File: config.mk
export PLATFORM = sky130hd
export DESIGN_NAME = reset_seq
export DESIGN_NICKNAME = d
export VERILOG_FILES = /design/src/rtl/reset_seq.sv
export SDC_FILE = /design/constraint.sdc
export NUM_CORES = 1
export LEC_CHECK = 0
export CELL_PAD_IN_SITES_DETAIL_PLACEMENT = 1
export CELL_PAD_IN_SITES_GLOBAL_PLACEMENT = 2
export CORE_ASPECT_RATIO = 0.6
export CORE_UTILIZATION = 37
export DETAILED_ROUTE_END_ITERATION = 8
export PLACE_DENSITY_LB_ADDON = 0.1
export REMOVE_ABC_BUFFERS = 1
export SLEW_MARGIN = 25
export SYNTH_ARGS = -nofsm -noshare
export SYNTH_HDL_FRONTEND = slang
export SYNTH_SLANG_ARGS = --single-unit
export TNS_END_PERCENT = 1
File: constraint.sdc
create_clock -name clk -period 3.6 [get_ports clk]
set_input_delay 0.54 -clock clk [delete_from_list [all_inputs] [get_ports clk]]
set_output_delay 0.54 -clock clk [all_outputs]
set_load 0.005 [all_outputs]
File: src/rtl/reset_seq.sv
`default_nettype none
// ============================================================================
// reset_seq : debounced-button / software / port reset sequencer that releases
//             NUM_STAGES active-low resets one after another.
// Revision  : 1.0
// ============================================================================
module reset_seq #(
  parameter int NUM_STAGES   = 3,
  parameter int MIN_ASSERT   = 31,
  parameter int STAGE_LEN    = 16,
  parameter int DEBOUNCE_LEN = 255
) (
  input  logic                  clk,
  input  logic                  reset,
  input  logic                  btn_n,
  input  logic                  sw_req,
  output logic [NUM_STAGES-1:0] rst_n_out,
  output logic                  busy,
  output logic [1:0]            cause
);

  localparam int MAX_A = (MIN_ASSERT > STAGE_LEN) ? MIN_ASSERT : STAGE_LEN;
  localparam int MAX_V = (MAX_A > DEBOUNCE_LEN) ? MAX_A : DEBOUNCE_LEN;
  localparam int CW    = $clog2(MAX_V + 1);
  localparam int SW    = (NUM_STAGES > 1) ? $clog2(NUM_STAGES) : 1;

  localparam logic [CW-1:0] DB_LAST     = CW'(DEBOUNCE_LEN - 1);
  localparam logic [CW-1:0] ASSERT_LAST = CW'(MIN_ASSERT - 1);
  localparam logic [CW-1:0] STAGE_LAST  = CW'(STAGE_LEN - 1);
  localparam logic [SW-1:0] LAST_STAGE  = SW'(NUM_STAGES - 1);

  localparam logic [1:0] CAUSE_PORT = 2'd0;
  localparam logic [1:0] CAUSE_BTN  = 2'd1;
  localparam logic [1:0] CAUSE_SW   = 2'd2;

  typedef enum logic [1:0] {
    ST_ASSERT  = 2'd0,
    ST_RELEASE = 2'd1,
    ST_RUN     = 2'd2
  } state_t;

  logic          sync1;
  logic          sync2;
  logic          db_pressed;
  logic [CW-1:0] db_cnt;
  logic          btn_pressed;
  logic          btn_req;
  logic          req;

  state_t        state;
  logic [CW-1:0] cnt;
  logic [SW-1:0] stage;

  assign btn_pressed = ~sync2;
  // The press is acted on in the same edge the debounced state flips.
  assign btn_req     = btn_pressed & ~db_pressed & (db_cnt == DB_LAST);
  assign req         = btn_req | sw_req;

  always_ff @(posedge clk) begin
    if (reset) begin
      sync1      <= 1'b1;
      sync2      <= 1'b1;
      db_pressed <= 1'b0;
      db_cnt     <= '0;
    end else begin
      sync1 <= btn_n;
      sync2 <= sync1;
      if (btn_pressed != db_pressed) begin
        if (db_cnt == DB_LAST) begin
          db_pressed <= btn_pressed;
          db_cnt     <= '0;
        end else begin
          db_cnt <= db_cnt + 1'b1;
        end
      end else begin
        db_cnt <= '0;
      end
    end
  end

  always_ff @(posedge clk) begin
    if (reset) begin
      state     <= ST_ASSERT;
      cnt       <= '0;
      stage     <= '0;
      rst_n_out <= '0;
      busy      <= 1'b1;
      cause     <= CAUSE_PORT;
    end else if (req) begin
      state     <= ST_ASSERT;
      cnt       <= '0;
      stage     <= '0;
      rst_n_out <= '0;
      busy      <= 1'b1;
      cause     <= btn_req ? CAUSE_BTN : CAUSE_SW;
    end else begin
      case (state)
        ST_ASSERT: begin
          // A held button keeps the whole system in reset.
          if (db_pressed) begin
            cnt <= '0;
          end else if (cnt == ASSERT_LAST) begin
            state <= ST_RELEASE;
            cnt   <= '0;
            stage <= '0;
          end else begin
            cnt <= cnt + 1'b1;
          end
        end
        ST_RELEASE: begin
          if (cnt == STAGE_LAST) begin
            rst_n_out[stage] <= 1'b1;
            cnt              <= '0;
            if (stage == LAST_STAGE) begin
              state <= ST_RUN;
              busy  <= 1'b0;
            end else begin
              stage <= stage + 1'b1;
            end
          end else begin
            cnt <= cnt + 1'b1;
          end
        end
        ST_RUN: begin
          cnt <= '0;
        end
        default: begin
          state     <= ST_ASSERT;
          cnt       <= '0;
          stage     <= '0;
          rst_n_out <= '0;
          busy      <= 1'b1;
        end
      endcase
    end
  end

endmodule
`default_nettype wire
* Yosys cells after proc, flatten, opt, wreduce, memory -nomap -nowiden *
Cells that the tools add are included.

storage, ports and cells
  register bits after elaboration = 29
  logic and storage cells = 68

cells by class
  add/sub/neg operators = 3
  order comparisons = 2
  equality and inequality tests = 12
  muxes and demuxes = 22
  bitwise gates (word level) = 9
  reductions and logical operators = 10

operators by type and width
  kind                   count
  $mux W8                3
  $mux W2                9
  $add A8 B1 Y8 const B  2
  $pmux W8 S2            1
  $pmux W2 S3            2
  $ne A2 B2 Y1 const B   5
  $reduce_and A5 Y1      2
  $eq A8 B4 Y1 const B   1
  $eq A8 B5 Y1 const B   1
  $eq A8 B8 Y1 const B   1
  $pmux W3 S2            1
  $not A1 Y1             5
  $eq A2 B2 Y1 const B   2
  $reduce_and A2 Y1      2
  $reduce_or A2 Y1       2
  $lt A2 B3 Y1 const B   1
  $mux W1                3
  $mux W3                1
  $or A3 B3 Y3           1
  $reduce_and A3 Y1      1
  $reduce_or A3 Y1       1
  $add A2 B1 Y2 const B  1
  $and A1 B1 Y1          2
  $demux W1 S2           1
  7 further kinds        7

* Logic depth before layout (Yosys ltp) *
Gate-level depths: netlist (run 1).

  word-level depth = 7
  depth in mapped cells = 6

* Worst setup path before layout (run 1) *
OpenSTA, ideal clock, no wires.

  path kind = register to register
  start = reg cnt[0]
  end = reg cnt[3]
  setup time = 0.131 ns
  arrival time = 1.408 ns
  path slack = 2.061 ns
  cell stages (with the launch flop) = 7
  period minus slack after synthesis = 1.539 ns
  cells stage by stage = dfxtp_1 inv_1 ha_1 nor4b_1 a2111oi_0 o21bai_1 nor2_1

between the ends
  longest elaborated chain between the ends = 4
  elaborated cells between the ends (all ways) = 7
  classes of those cells = add/sub: 1; eq/ne: 2; mux: 4

RTL lines
  what                                           RTL line       text
  from (decl)                                    51             logic [CW-1:0] cnt;
  from (signal assigned)                         107            cnt <= cnt + 1'b1;
  from (signal assigned)                         121            cnt <= cnt + 1'b1;
  $add A8 B1 Y8 or $eq A8 B5 Y1 (tied branches)  107, 121, 102
  $mux W8                                        102            end else if (cnt == ASSERT_LAST) begin
  $mux W8                                        100            if (db_pressed) begin
  $pmux W8 S2 (*)                                97             case (state)

Mark *: on every way between the ends. The rest lies on a longest branch, timed or not.
A chain may end at the register's enable or synchronous reset.

* Final worst setup path (run 1) *
  start = reg cnt[0]
  end = reg cnt[4]

Same word-level chain as after synthesis.

==> impl_metrics.json, run 1 <==
{
  "cts_tree": "built",
  "rsz0062_at_grt": "false",
  "cts_buffers": 5,
  "drive_above_1_share": 0.0692,
  "vias": 1043,
  "yosysWarnings": 0,
  "viasPerCell": 5.11,
  "multi_input_area_um2": 643,
  "ios": 10,
  "max-cap-violations": 0,
  "total_power_w": 0.000637,
  "max_slew_margin": 0.587,
  "holdCritPathClass": "register to register",
  "first_iter_violations": 27,
  "wl_met3_um": 78,
  "drc": 0,
  "final.setup.tns_ns": 0,
  "clock_latency_ns": 0.27,
  "grt_usage": 0.170,
  "yosys.area.top_type": "dfxtp_1",
  "grt_first_pass_wirelength_um": 4510,
  "fin_crit_sh": 0.535,
  "place_area_um2": 1400,
  "ff_latch_area_um2": 581,
  "cts-hold-fix-buffers": 0,
  "slowest_stage": "nor4b_1",
  "finalWirelength_um": 2760,
  "cp.required_ns": 3.74,
  "cts_resized": 0,
  "antenna_found_initial": 0,
  "cts_max_level": 2,
  "layout_commonest_cell": "dfxtp_1",
  "start_util": 0.388,
  "syn_avg_cell_area_um2": 8.78,
  "ys_seq_area_frac": 0.459,
  "netlist_instances": 144,
  "grt-ovfl-total": 0,
  "irDropWorstVdd_mv": 0.196,
  "finalWeightedCongestion": 0.716,
  "nets": 170,
  "area_growth_pct": 19.0,
  "rows": 16,
  "drt-wirelength-per-cell_um": 13.5,
  "io_buffer_count": 9,
  "drv_slew": 0,
  "die-area_um2": 3660,
  "cp_num_buf_inv": 1,
  "dpl.hpwl_um": 2100,
  "coreArea_um2": 3260,
  "antenna_cells": 0,
  "instances_no_fill": 204,
  "r2r_slack_ns": 1.67,
  "synth_edf_count": 0,
  "hold_violations": 0,
  "wl_met1_um": 1400,
  "timing.fmax_mhz": 519,
  "finish.instance_area_um2": 1510,
  "fillerInstances": 385,
  "fin_crit_ns": 1.93,
  "synth_top_area_share": 0.459,
  "synth_area_leaders": "dfxtp_1 46%, ha_1 7.9%, nor2_1 7.7%, xor2_1 6.2%, a21oi_1 2.8%",
  "clock_path_buffers": 2,
  "die_x_um": 77.5,
  "endpoint_kind": "register",
  "worstSetupPathType": "register to register",
  "post_cts_buffers": 0,
  "async_flop_share": 0,
  "synthFlopType": "dfxtp_1",
  "p_leak_nw": 0.539,
  "path_cells": "inv_1 > ha_1 > nor4b_1 > a2111oi_0 > o21bai_1 > nor2_1",
  "ys_ff_latch": 29,
  "finalClockSkew_ns": 0.00522,
  "synth_area_um2": 1260,
  "crit_family": "compound AO/OA/AOI/OAI gates",
  "cts_root_buffer": "clkbuf_8",
  "crit_fanout": 7,
  "crit_path_start_kind": "register",
  "power_density_nw_per_um2": 423,
  "final_cell_mix": "29 x dfxtp_1, 26 x nor2_1, 9 x inv_1, 9 x xor2_1, 9 x clkdlybuf4s50_1",
  "clk_pin_slew_ns": 0.06,
  "wl_met2_um": 1260,
  "ant_nets": 0,
  "top_layer_used": "met4",
  "status": "completed",
  "setup_viol": 0,
  "cpPeakStageDelay_ns": 0.47,
  "worst_pin_slew_ns": 0.615,
  "first_pass_iters": 4,
  "grt_max_degree": 12,
  "numClockSinks": 29,
  "dp.cells": 196,
  "arrival_ns": 2.06,
  "synth_cell_type_count": 30,
  "die_h_um": 47.3,
  "grt_pass1_vias": 989
}
## sequential cells by signal, summed over array words and instances, names as in the netlist
| signal | count |
|---|---|
| sync2 | 1 |
| cnt | 8 |
| sync1 | 1 |
| db_cnt | 8 |
| state | 2 |
| busy | 1 |
| cause | 2 |
| rst_n_out | 3 |
| stage | 2 |
| db_pressed | 1 |
## where the power goes
part	leakage, nW	internal [W]	total (W)	switching, W
Clock	0.0542	0.000173	0.000293	0.000120
Combinational	0.250	0.00000826	0.0000174	0.00000913
Sequential	0.235	0.000324	0.000327	0.00000231
## Yosys cell counts (3+ instances only)
library cell	number
dfxtp_1	29
nor2_1	26
inv_1	9
xor2_1	9
ha_1	8
a21oi_1	7
nand3_1	7
nor3_1	6
nand2_1	5
a31oi_1	4
nand4_1	4
and3_1	3
o21ai_0	3
xnor2_1	3
## worst paths after layout
| path | from | to | cells after the start |
|---|---|---|---|
| worst max register to register | cnt[0] | cnt[4] | 6 |
| worst max-delay path | cnt[0] | cnt[4] | 6 |
| worst min register to register | sync1 | sync2 | 1 |
| worst min-delay path | sync1 | sync2 | 1 |
## layer usage
layer	GRT usage	vias to the layer above
met5	0	-
li1	-	523
met3	0.0602	2
met4	0.0604	0
met1	0.213	510
met2	0.281	8
## metrics by stage
step	worst slack [ns]	hold slack (ns)	utilization
after floorplan	2.06	0.389	-
after global placement	1.63	0.408	0.430
after detailed placement	1.58	0.423	0.430
after CTS	1.65	0.442	0.461
after global routing	1.52	0.448	0.461
final	1.67	0.435	0.461
## kinds of logic (layout without fill, tap and decap cells)
logic type                 count (synthesis)  in the layout  synth area share
DFF                                       29             29             0.459
xor gates and xnor gates                  12             12            0.0831
buffers and inverters                     11             26            0.0326
AOI/OAI and AO/OA                         21             21            0.0999
adders and majority gates                  8              8            0.0791
and+or+nand+nor                           63             63             0.246
## cell type report
cell class,count,share of cell area
clock inverter,1,0.00333
timing repair buffer,9,0.0599
inverter,9,0.0224
tap,45,0.0374
clock buffer,7,0.0640
multi-input combinational,104,0.427
sequential,29,0.386
Power figures use the tool's default switching activity.
==> run 2, diff against run 1 <==
--- a/config.mk
+++ b/config.mk
@@ -8,7 +8,7 @@
 export CELL_PAD_IN_SITES_DETAIL_PLACEMENT = 1
 export CELL_PAD_IN_SITES_GLOBAL_PLACEMENT = 2
 export CORE_ASPECT_RATIO = 0.6
-export CORE_UTILIZATION = 37
+export CORE_UTILIZATION = 31
 export DETAILED_ROUTE_END_ITERATION = 8
 export PLACE_DENSITY_LB_ADDON = 0.1
 export REMOVE_ABC_BUFFERS = 1
==> constraint.sdc (replaced) <==
create_clock -name clk -period 1.6 [get_ports clk]
set_input_delay 0.24 -clock clk [delete_from_list [all_inputs] [get_ports clk]]
set_output_delay 0.24 -clock clk [all_outputs]
set_load 0.005 [all_outputs]
==> run 2 against run 1 <==
Compared with the run above:
- register-to-register slack got worse by 1.7 ns
- flip-flop and latch count did not move
- fmax rose by 21%
- setup slack got worse by 1.7 ns
- worst hold slack got worse by 0.014 ns
- critical path type unchanged
- utilization fell by 2.3 points
- critical path depth fell by 3
- first-iteration DRC count rose by 70%
- sequential share of layout area fell by 3.4 points
==> impl_metrics.json, run 2 (synthesis gave the netlist of run 1 again) <==
{
  "status": "completed",
  "start_util": 0.334,
  "place_area_um2": 1510,
  "post_cts_buffers": 0,
  "drt-wirelength-per-cell_um": 14.5,
  "first_iter_violations": 46,
  "power_density_nw_per_um2": 841,
  "vias": 1103,
  "clk_pin_slew_ns": 0.06,
  "ios": 10,
  "worstSetupPathType": "register to register",
  "finalWeightedCongestion": 0.738,
  "fin_crit_sh": 0.998,
  "irDropWorstVdd_mv": 0.400,
  "p_leak_nw": 0.605,
  "cts_max_level": 2,
  "final_cell_mix": "26 x dfxtp_1, 24 x nor2_1, 14 x buf_4",
  "multi_input_area_um2": 701,
  "die_x_um": 84.5,
  "fin_crit_ns": 1.60,
  "rsz0062_at_grt": "true",
  "grt_usage": 0.171,
  "drv_slew": 0,
  "viasPerCell": 5.04,
  "hp-start": "sync1",
  "max_slew_margin": 0.700,
  "r2r_start": "cnt[5]",
  "dpl.hpwl_um": 2390,
  "ant_nets": 0,
  "first_pass_iters": 4,
  "die-area_um2": 4350,
  "arrival_ns": 1.81,
  "instances_no_fill": 219,
  "setup_viol": 0,
  "timing.fmax_mhz": 626,
  "pre_cts_ws_ns": -0.112,
  "io_buffer_count": 9,
  "cp.required_ns": 1.82,
  "finalWirelength_um": 3170,
  "coreArea_um2": 3790,
  "grt-ovfl-total": 0,
  "layout_commonest_cell": "dfxtp_1",
  "drc": 0,
  "cts_tree": "built",
  "cts_buffers": 5,
  "rows": 17,
  "grt_max_degree": 12,
  "max-cap-violations": 0,
  "antenna_found_initial": 0,
  "worst_pin_slew_ns": 0.449,
  "numClockSinks": 29,
  "holdCritPathClass": "register to register",
  "clock_latency_ns": 0.27,
  "fillerInstances": 440,
  "largestRegisters": "cnt (8), db_cnt (8), rst_n_out (3)",
  "nets": 184,
  "crit_path_start_kind": "register",
  "die_h_um": 51.5,
  "hold_violations": 0,
  "drive_above_1_share": 0.215,
  "finalClockSkew_ns": 0.00700,
  "setup_ws_ns": 0.00311,
  "grt_first_pass_wirelength_um": 5490,
  "antenna_cells": 0,
  "ff_latch_area_um2": 584,
  "clock_path_buffers": 2,
  "dp.cells": 212,
  "cts_root_buffer": "clkbuf_8",
  "grt_pass1_vias": 1110,
  "area_growth_pct": 31.2,
  "finish.instance_area_um2": 1660,
  "endpoint_kind": "register",
  "crit_fanout": 6,
  "startpoint": "cnt[5]"
}
-- run 2: cell count changes in the layout (fill, tap and decap cells not counted), sizes merged --
cell    previous run  this run
buf                0        14
clkinv             1         0
-- run 2: path summary, 6_finish.rpt --
| path | depth (start not counted) | slack (ns) | end |
|---|---|---|---|
| worst min register to register | 1 | 0.42 | sync2 |
| worst max register to register | 3 | 0.003 | state[1] |
| worst max-delay path | 3 | 0.003 | state[1] |
| worst min-delay path | 1 | 0.42 | sync2 |
-- run 2: power by group --
part	switching [W]	total, W	leakage, nW	internal, W
clock network	0.000263	0.000603	0.0443	0.000341
logic	0.0000283	0.0000594	0.325	0.0000311
registers	0.00000357	0.000733	0.236	0.000730
total	0.000295	0.00140	0.605	0.00110
-- run 2: cell type report --
type	instances	area share
clock buffers	7	0.0520
inverters	9	0.0204
multi-input cells	104	0.422
flip-flops and latches	29	0.352
well taps	47	0.0354
repair buffers	23	0.118
-- run 2: metrics by stage --
| stage | power [W] | utilization | TNS (ns) | hold WS, ns |
|---|---|---|---|---|
| final | 0.00140 | 0.438 | 0 | 0.422 |
| after global routing | 0.00146 | 0.438 | -0.406 | 0.444 |
| after CTS | 0.00142 | 0.428 | 0 | 0.425 |
| after detailed placement | 0.000806 | 0.399 | -0.711 | 0.407 |
| after global placement | 0.000803 | 0.399 | -0.0368 | 0.406 |
| after floorplan | 0.000769 | - | 0 | 0.312 |
-- run 2: what timing repair did --
item / in CTS / in global routing
endpoints found under the setup margin: 8 / 13
pin swaps: 1 / 2
cloned: 0 / 0
resized for setup: 6 / 10
hold buffers: 0 / 0
-- run 2: per-layer routing --
metal  part of all wire  vias to the layer above  GRT usage
li1                   -                      552          -
met1               0.52                      541      0.216
met2               0.45                        8      0.279
met3              0.025                        2     0.0582
met4             0.0044                        0     0.0508
met5                  0                        -          0
-- run 2: worst max-delay path, cell delays in order (launching register included) --
cell     delay, ns
dfxtp_2       0.35
or4_4         0.57
or4_4         0.49
a21oi_2       0.12
